### src/rtl/rect_fill_arbiter.sv
// Round-robin arbiter sharing one rectangle-fill pixel engine among NREQ requesters.
// The winner's rectangle is latched, then scanned row by row at one pixel per clock.
module rect_fill_arbiter #(
  parameter int NREQ = 4,
  parameter int CW   = 3
) (
  input  logic               clk,
  input  logic               reset,
  input  logic [NREQ-1:0]    req,
  input  logic [NREQ*11-1:0] req_x0,
  input  logic [NREQ*11-1:0] req_x1,
  input  logic [NREQ*11-1:0] req_y0,
  input  logic [NREQ*11-1:0] req_y1,
  input  logic [NREQ*CW-1:0] req_color,
  output logic [NREQ-1:0]    grant,
  output logic [NREQ-1:0]    done,
  output logic               busy,
  output logic               pixel_valid,
  output logic [10:0]        xDraw,
  output logic [10:0]        yDraw,
  output logic [CW-1:0]      color_out
);
  localparam int IW = (NREQ > 1) ? $clog2(NREQ) : 1;

  localparam logic [1:0] IDLE = 2'd0;
  localparam logic [1:0] LOAD = 2'd1;
  localparam logic [1:0] DRAW = 2'd2;
  localparam logic [1:0] DONE = 2'd3;

  logic [1:0]    state;
  logic [IW-1:0] rr_ptr, win, pick;
  logic          found;
  logic [10:0]   xmin, xmax, ymax;
  logic [10:0]   sx0, sx1, sy0, sy1;
  logic [CW-1:0] scol;

  // Descending scan so the lowest offset from rr_ptr is the last (winning) assignment.
  always_comb begin
    int j;
    logic [IW-1:0] jj;
    found = 1'b0;
    pick  = '0;
    j     = 0;
    jj    = '0;
    for (int k = NREQ - 1; k >= 0; k--) begin
      j = int'(rr_ptr) + k;
      if (j >= NREQ) j = j - NREQ;
      jj = IW'(j);
      if (req[jj]) begin
        found = 1'b1;
        pick  = jj;
      end
    end
  end

  always_comb begin
    sx0  = '0;
    sx1  = '0;
    sy0  = '0;
    sy1  = '0;
    scol = '0;
    for (int i = 0; i < NREQ; i++) begin
      if (win == IW'(i)) begin
        sx0  = req_x0[i*11 +: 11];
        sx1  = req_x1[i*11 +: 11];
        sy0  = req_y0[i*11 +: 11];
        sy1  = req_y1[i*11 +: 11];
        scol = req_color[i*CW +: CW];
      end
    end
  end

  assign busy        = (state != IDLE);
  assign pixel_valid = (state == DRAW);

  // xDraw/yDraw double as the scan counters so they hold while no pixel is valid.
  always_ff @(posedge clk or posedge reset) begin
    if (reset) begin
      state     <= IDLE;
      rr_ptr    <= '0;
      win       <= '0;
      grant     <= '0;
      done      <= '0;
      xmin      <= '0;
      xmax      <= '0;
      ymax      <= '0;
      xDraw     <= '0;
      yDraw     <= '0;
      color_out <= '0;
    end else begin
      done <= '0;
      case (state)
        IDLE: begin
          if (found) begin
            win         <= pick;
            grant       <= '0;
            grant[pick] <= 1'b1;
            state       <= LOAD;
          end
        end
        LOAD: begin
          xmin      <= (sx0 < sx1) ? sx0 : sx1;
          xmax      <= (sx0 < sx1) ? sx1 : sx0;
          ymax      <= (sy0 < sy1) ? sy1 : sy0;
          xDraw     <= (sx0 < sx1) ? sx0 : sx1;
          yDraw     <= (sy0 < sy1) ? sy0 : sy1;
          color_out <= scol;
          state     <= DRAW;
        end
        DRAW: begin
          if (xDraw == xmax && yDraw == ymax) begin
            done  <= grant;
            state <= DONE;
          end else if (xDraw == xmax) begin
            xDraw <= xmin;
            yDraw <= yDraw + 11'd1;
          end else begin
            xDraw <= xDraw + 11'd1;
          end
        end
        default: begin
          grant  <= '0;
          rr_ptr <= (win == IW'(NREQ - 1)) ? '0 : win + IW'(1);
          state  <= IDLE;
        end
      endcase
    end
  end
endmodule

### config.mk
export PLATFORM = sky130hd
export DESIGN_NAME = rect_fill_arbiter
export DESIGN_NICKNAME = d
export VERILOG_FILES = /design/src/rtl/rect_fill_arbiter.sv
export SDC_FILE = /design/constraint.sdc
export NUM_CORES = 1
export LEC_CHECK = 0
export CORE_MARGIN = 2
export CORE_UTILIZATION = 35
export DETAILED_ROUTE_END_ITERATION = 12
export GPL_TIMING_DRIVEN = 0
export HOLD_SLACK_MARGIN = 0.03
export PLACE_DENSITY_LB_ADDON = 0.25
export REMOVE_ABC_BUFFERS = 1
export SYNTH_ARGS = -nofsm -noshare
export SYNTH_HDL_FRONTEND = slang
export SYNTH_SLANG_ARGS = --single-unit
### constraint.sdc
create_clock -name clk -period 4.95 [get_ports clk]
set_input_delay 0.99 -clock clk [delete_from_list [all_inputs] [get_ports clk]]
set_output_delay 0.99 -clock clk [all_outputs]
set_load 0.05 [all_outputs]
---- Yosys cells after proc, flatten, opt, wreduce, memory -nomap -nowiden ----
Index checks and enable logic that the tools add are counted.
W data, S select, Z words.
cells by class
  reductions and logical operators ........ 13
  add/subtract/negate cells ............... 10
  eq/ne operators ......................... 11
  bitwise logic cells ..................... 1
  muxes and demuxes ....................... 60
  magnitude comparators ................... 12
operators with widths
  operator                 number
  $mux W11                 24
  $pmux W11 S2             2
  $add A11 B1 Y11 const B  2
  $eq A11 B11 Y1           2
  $lt A11 B11 Y1           2
  $mux W2                  11
  $lt A2 B3 Y1 const B     5
  $mux W3                  4
  $mux W4                  3
  $ge A3 B3 Y1 const B     3
  $mux W1                  9
  $bmux W1 S2              4
  $pmux W4 S2              1
  $reduce_and A2 Y1        4
  $sub A2 B1 Y2 const B    4
  $add A2 B2 Y3 const B    2
  $eq A2 B2 Y1 const B     3
  $pmux W2 S3              1
  $eq A2 B1 Y1 const B     2
  $logic_not A2 Y1         2
  $ne A2 B1 Y1 const B     2
  $ne A2 B2 Y1 const B     2
  $reduce_bool A2 Y1       2
  $add A2 B1 Y3 const B    1
  other kinds (9)          10
word-level totals
  register bits after elaboration ......... 72
  input bits .............................. 194

---- Depth between registers and ports, before layout ----
Gate-level depths: netlist of the first run.
  depth after elaboration ................. 15
  gate-level depth with buffers ........... 19
  mapped depth without buffers ............ 15

---- Worst setup path before layout of the first run ----
OpenSTA, ideal clock, no wires.
  path kind ............................... flip-flop to flip-flop
  from .................................... register win[1]
  to ...................................... register xDraw[9]
  required time ........................... 4.827 ns
  stages on the path, launching flop included .. 19
  data arrival time ....................... 3.650 ns
  setup slack ............................. 1.177 ns
  path buffers ............................ 5
  setup time .............................. 0.123 ns
  cells stage by stage .................... dfrtp_1 -> inv_1 -> ha_1 -> buf_2 -> clkbuf_1 -> clkbuf_1 -> buf_2 -> a21oi_1 -> a21oi_1 -> inv_1 -> ha_1 -> and4_1 -> nor2b_1 -> a311oi_1 -> o211ai_2 -> buf_2 -> mux2i_1 -> a211oi_1 -> nor2_1
between the ends
  word-level cells in the longest chain between the ends .. 8
ends and longest elaborated chain
  item                    RTL line  source
  from (decl)             31        logic [IW-1:0] rr_ptr, win, pick;
  from (signal assigned)  95        win <= pick;
  $logic_not A2 Y1        63        if (win == IW'(i)) begin
  $mux W11 (4 in series)  63
  $lt A11 B11 Y1          105       xDraw <= (sx0 < sx1) ? sx0 : sx1;
  $mux W11 (*)            105
  $pmux W11 S2 (*)        92        case (state)
  to (signal assigned)    105
  to (signal assigned)    115       xDraw <= xmin;
  to (signal assigned)    118       xDraw <= xDraw + 11'd1;
  to (decl)               19        output logic [10:0] xDraw,
Every way passes the cells marked *; elsewhere a longest branch is shown, timed or not.
A chain may end at the register's enable or synchronous reset.

---- Final worst setup path of the first run ----
  from .................................... register win[0]
  to ...................................... register xDraw[8]
Same word-level chain as after synthesis.

==> impl_metrics.toml, run 1 <==
[timing]
rsz0062_at_grt = "no"
max_slew_margin_pct = 37.3
fmax_ghz = 0.220
final-hold-violation-count = 0
report.final.slew_viol_count = 0
holdWs_ns = 0.508
finalCriticalPeriod_ns = 4.54
setup_violations = 0
fin_crit_sh_pct = 91.7
timing_worst_slew_pin_value_ns = 0.936
fin_worst_skew_ns = 0.0114

[clock_tree]
cts_buffers = 9
htree_num_levels = 3
clk_pin_slew_worst_setup_hold_paths_ns = 0.06
cts_max_path_buffers = 2
root_buffer = "clkbuf_16"
insertion_delay_ns = 0.33
post_cts.repair.setup_buffers = 0
cts_sinks = 72
cts_tree = "built"

[global_routing]
grt_first_pass_wirelength_um = 29900
grt_max_degree = 71
gr-total-overflow = 0
vias_in_the_first_global_route = 5838
grt_util_all_layers_pct = 20.2
grt_antenna_before_repair = 0

[place]
global_placement_routability_congestion = 0.793
dp.final_hpwl_um = 14500
port_buffers = 228
post-place-cells = 1143

[layout]
design.final.nets = 1158
area.growth.synth_to_final_pct = 46.4
layout-drive-gt1-share_pct = 8.21
fillers = 1633
antennaDiodeCount = 0
seq_area_mm2 = 0.00180
multi_input_comb_area_mm2 = 0.00389
finalNonFillerCells = 1158

[routing]
finalWirelength_um = 18600
detailed_route_iter0_violations = 432
avg_wl_per_cell_um = 16.1
detail_route.drc_violations = 0
antenna_violating_nets_post_route = 0
detailedRoute.firstPassIterationCount = 5
routed-via-count = 6077
viasPerCell = 5.25

[floorplanning]
core_region_area_mm2 = 0.0167
initial_core_util_pct = 36.1
die_height_um = 135
row_count = 47
io-pin-count = 229
die_ar_mm2 = 0.0183
fp.dieW_um = 135

[power_and_ir_drop]
power-per-cell-area_mw_per_mm2 = 804
peakVddDrop_v = 0.000410
leakage_nw = 3.53

[worst_setup_path]
path_delay_family = "compound AO/OA/AOI/OAI gates"
endpoint_kind_of_the_worst_setup_timing_path = "flip-flop"
critPathRequiredTime_ns = 5.16
criticalPathCategory = "flip-flop to flip-flop"
cpMostUsedCell = "a21oi_1"
slowest_stage_delay_on_critical_path_ns = 0.61
critical_path_startpoint_category = "flip-flop"
crit_arrival_ns = 4.75
worstPathCellList = "inv_1 -> ha_2 -> or2_1 -> a21oi_1 -> o21ai_0 -> o221ai_1 -> ha_1 -> and4_1 -> nor2b_1 -> a311oi_1 -> o211ai_4 -> nor2_1 -> a21oi_1 -> o221a_2"
critical_path_buf_inv_count = 1
timing.critical_path.slowest_stage_cell = "ha_2"
critical_path.max_fanout = 33

[synth]
postSynthAreaPerCell_um2 = 8.16
syn_inst = 739
synth_top_area_cell = "dfrtp_1"
count_of_flip_flops_with_a_built_in_enable_after_synthesis = 0
yosysWarnings = 0
yosysMostFrequentCell = "a21oi_1"
ys_seq_elements = 72
synth_flop_cell = "dfrtp_1"
yosys.cell_types.count = 61
yosysTopAreaCellShare_pct = 29.9
synth_seq_area_share_pct = 29.9
post_synth_instance_area_mm2 = 0.00603
ys_top_cells_by_area = "dfrtp_1 30%, a21oi_1 7.4%, ha_1 6.2%"
asyncSetResetFlopFracSynth_pct = 100
synth_top_cells_by_count = "89 x a21oi_1, 72 x dfrtp_1, 61 x nand2_1"

[status]
result_of_the_run = "completed"

[min_path]
hold_path_class = "flip-flop to flip-flop"

[flow_run]
cap_viol_max_count = 0
-- layout by cell type, fill, tap and decap left out, types with 4 or more instances in the layout --
master	count
clkdlybuf4s50_1	228
a21oi_1	89
dfrtp_1	72
nand2_1	61
nor2_1	57
inv_1	40
o21ai_0	38
nor3_1	33
mux2_2	31
mux2i_1	27
ha_1	25
nor2b_1	24
a221oi_1	22
xnor2_1	17
nand3_1	13
xor2_1	13
o22ai_1	9
a22oi_1	9
a31oi_1	9
clkbuf_16	9
a21o_1	8
a211oi_1	7
nand4_1	6
o221ai_1	6
o221a_2	6
nor4_1	5
and2_1	5
ha_2	5
nand3b_1	4
buf_12	4
-- flip-flops by register name, summed over array words and instances, names as in the netlist --
| register | count |
|---|---|
| win | 2 |
| state | 2 |
| ymax | 11 |
| xDraw | 11 |
| yDraw | 11 |
| xmax | 11 |
| rr_ptr | 2 |
| color_out | 3 |
| done | 4 |
| grant | 4 |
| xmin | 11 |
-- final cells by class --
cell class / instances / area share (%)
Tap cell: 220 / 3.12
Inverter: 43 / 1.86
Timing Repair Buffer: 233 / 27.1
Multi-Input combinational cell: 575 / 44.1
Sequential cell: 72 / 20.4
Clock buffer: 10 / 2.71
Clock inverter: 5 / 0.652
-- power by group --
part,switching [mW],internal (mW)
logic,3.04,2.21
registers,0.298,0.899
clock network,0.244,0.400
-- kinds of logic (layout without fill, tap and decap cells) --
group	after synthesis	after routing	share of synthesized area (%)
flops	72	72	29.9
mux	59	59	10.5
compound gates	231	231	24.8
xor+xnor	30	30	4.36
simple gates	225	225	18.1
buf+inv	92	291	6.08
fa+ha+maj	30	30	6.23
-- worst min-delay path, stage by stage (launching register included) --
cell     delay, ns
dfrtp_1       0.36
nand2_1       0.05
o21ai_0       0.06
-- repair_timing --
action                     in CTS  in global routing
pin swaps                       0                  0
setup endpoints to repair      20                 40
gates cloned                    0                  0
hold buffers                    0                  0
resized for setup               1                  2
-- through the flow --
step           power (mW)  utilization, %  setup WS, ns  TNS [ns]  area (um2)
2_1_floorplan        4.95               -        0.0460         0        5820
3_3_place_gp         6.33            50.2         -1.47    -71.26        8380
3_5_place_dp         6.45            50.9        -0.246     -1.68        8500
4_1_cts              7.13            52.7        0.0487         0        8810
5_1_grt              7.76            52.8        0.0346         0        8820
6_report             7.09            52.8         0.413         0        8820
-- final timing paths --
kind,startpoint,end,slack (ns),cells past startpoint
max reg2reg,win[0],xDraw[8],0.41,14
max in group asynchronous,reset,yDraw[3],3.53,3
max,win[0],xDraw[8],0.41,14
min,grant[3],grant[3],0.51,2
min in group asynchronous,reset,done[0],0.88,2
min reg2reg,grant[3],grant[3],0.51,2
-- metal layers --
| layer | share of wire, % | track usage, % | up-vias | wire length [um] |
|---|---|---|---|---|
| met4 | 0.34 | 2.08 | 0 | 64 |
| li1 | - | - | 3081 | - |
| met1 | 44 | 26.1 | 2775 | 8180 |
| met2 | 49 | 35.6 | 211 | 9080 |
| met5 | 0 | 0 | - | 0 |
| met3 | 6.8 | 4.94 | 10 | 1270 |
(Power assumes the default switching activity.)
==> run 2, diff against run 1 <==
--- a/config.mk
+++ b/config.mk
@@ -8,6 +8,7 @@
 export CORE_MARGIN = 2
 export CORE_UTILIZATION = 35
 export DETAILED_ROUTE_END_ITERATION = 12
+export DONT_BUFFER_PORTS = 1
 export GPL_TIMING_DRIVEN = 0
 export HOLD_SLACK_MARGIN = 0.03
 export PLACE_DENSITY_LB_ADDON = 0.25
==> run 2 against run 1 <==
  * Routed wire length is 5.7% lower
  * Largest cell class unchanged
  * Fmax is 0.27% lower
  * Cell count is 20% lower
  * Global-route usage is 1.4 points lower
  * Critical endpoint is now yDraw[7]
  * Core utilization is 14 points lower
  * Cell area is 26% lower
  * Setup slack worse by 0.012 ns
==> impl_metrics.toml, run 2 (synthesized netlist as in run 1, its figures left out) <==
[timing]
fmax_ghz = 0.220
fin_worst_skew_ns = 0.00744
max_slew_margin_pct = 32.6
timing_worst_slew_pin_value_ns = 1.01
fin_crit_sh_pct = 91.9
final.setup.tns_ns = 0
rsz0062_at_grt = "no"
finalCriticalPeriod_ns = 4.55
final-hold-violation-count = 0
holdWs_ns = 0.511
report.final.slew_viol_count = 0
setup_violations = 0

[global_routing]
grt_first_pass_wirelength_um = 27200
grt_antenna_before_repair = 0
gr-total-overflow = 0
vias_in_the_first_global_route = 5345
grt_max_degree = 51
grt_util_all_layers_pct = 18.8

[clock_tree]
insertion_delay_ns = 0.33
clk_pin_slew_worst_setup_hold_paths_ns = 0.05
cts_max_path_buffers = 2
cts_tree = "built"
root_buffer = "clkbuf_16"
cts_resized = 1
cts_buffers = 9
htree_num_levels = 3
post_cts.repair.setup_buffers = 0
hold_bufs_inserted_after_cts = 0
cts_sinks = 72

[routing]
routed-via-count = 5387
antenna_violating_nets_post_route = 0
avg_wl_per_cell_um = 18.9
finalWirelength_um = 17500
detailed_route_iter0_violations = 338
viasPerCell = 5.79
detailedRoute.firstPassIterationCount = 5
detail_route.drc_violations = 0

[layout]
finalInstanceArea_mm2 = 0.00657
fillers = 1688
layout.core_utilization_pct = 39.3
most-common-layout-cells = "89 x a21oi_1, 72 x dfrtp_1, 61 x nand2_1"
area.growth.synth_to_final_pct = 8.95
leading_cell_type_in_the_layout_fill_and_taps_excluded = "a21oi_1"
antennaDiodeCount = 0
design.final.nets = 930
layout-drive-gt1-share_pct = 10.8

[worst_setup_path]
worstPathCellList = "inv_1 -> ha_2 -> and2b_4 -> a221oi_1 -> nor3_1 -> a21oi_1 -> inv_1 -> ha_1 -> nand4_1 -> nor2_1 -> nand3_1 -> o221ai_4 -> mux2_2 -> a211oi_1"
critical_path_buf_inv_count = 2
critical_path_startpoint_category = "flip-flop"
criticalPathCategory = "flip-flop to flip-flop"
slowest_stage_delay_on_critical_path_ns = 0.69
critical_path.max_fanout = 23
endpoint_kind_of_the_worst_setup_timing_path = "flip-flop"
path_delay_family = "compound AO/OA/AOI/OAI gates"
crit_arrival_ns = 4.78
timing.critical_path.slowest_stage_cell = "o221ai_4"
cpMostUsedCell = "inv_1"
critPathRequiredTime_ns = 5.18

[place]
dp.final_hpwl_um = 13800
global_placement_routability_congestion = 0.838
postPlaceCellArea_mm2 = 0.00622
port_buffers = 0

[floorplanning]
die_ar_mm2 = 0.0183
core_region_area_mm2 = 0.0167
io-pin-count = 229
die_height_um = 135
row_count = 47
initial_core_util_pct = 36.1
fp.dieW_um = 135

[flow_run]
cap_viol_max_count = 0

[min_path]
hold_path_class = "flip-flop to flip-flop"

[status]
result_of_the_run = "completed"
-- run 2: metrics by stage --
stage | setup slack, ns | std cells
after CTS | 0.0848 | 930
after detailed placement | -0.134 | 915
after floorplan | 0.0460 | 690
final | 0.400 | 930
after global routing | 0.0266 | 930
after global placement | -1.16 | 910
-- run 2: worst reg2reg max path, cell delays in order, from the launching register on --
cell,delay (ns)
dfrtp_1,0.44
inv_1,0.12
ha_2,0.51
and2b_4,0.36
a221oi_1,0.33
nor3_1,0.09
a21oi_1,0.23
inv_1,0.07
ha_1,0.30
nand4_1,0.20
nor2_1,0.27
nand3_1,0.16
o221ai_4,0.69
mux2_2,0.42
a211oi_1,0.25
-- run 2: area by class of cell --
| class | count | area (um2) | area share [%] |
|---|---|---|---|
| clock buffers | 12 | 267 | 4.06 |
| clock inverters | 3 | 40.0 | 0.610 |
| inverters | 43 | 164 | 2.50 |
| multi-input cells | 575 | 3900 | 59.5 |
| flip-flops and latches | 72 | 1800 | 27.4 |
| well taps | 220 | 275 | 4.19 |
| repair buffers | 5 | 115 | 1.75 |
-- run 2: path summary, 6_finish.rpt --
| path | start | endpoint | slack [ns] | cells after the start |
|---|---|---|---|---|
| hold reg to reg | xmin[6] | xmin[6] | 0.51 | 1 |
| setup reg to reg | win[1] | yDraw[7] | 0.40 | 14 |
| setup / recovery | win[1] | yDraw[7] | 0.40 | 14 |
| hold / removal | xmin[6] | xmin[6] | 0.51 | 1 |
| min in group asynchronous | reset | xmin[5] | 0.55 | 1 |
| max in group asynchronous | reset | yDraw[0] | 3.83 | 2 |
-- run 2: routing by layer --
metal / share of wire, % / up-vias / track usage (%) / wire (um)
met1: 41 / 2507 / 23.0 / 7250
li1: - / 2632 / - / -
met5: 0 / - / 0 / 0
met3: 8.2 / 27 / 4.71 / 1440
met4: 2.3 / 0 / 6.08 / 412
met2: 48 / 221 / 32.4 / 8430
Power of run 2 is left out: the tool's default activity adds up to more than one toggle a clock period on the data nets, which glitch-free logic cannot reach.
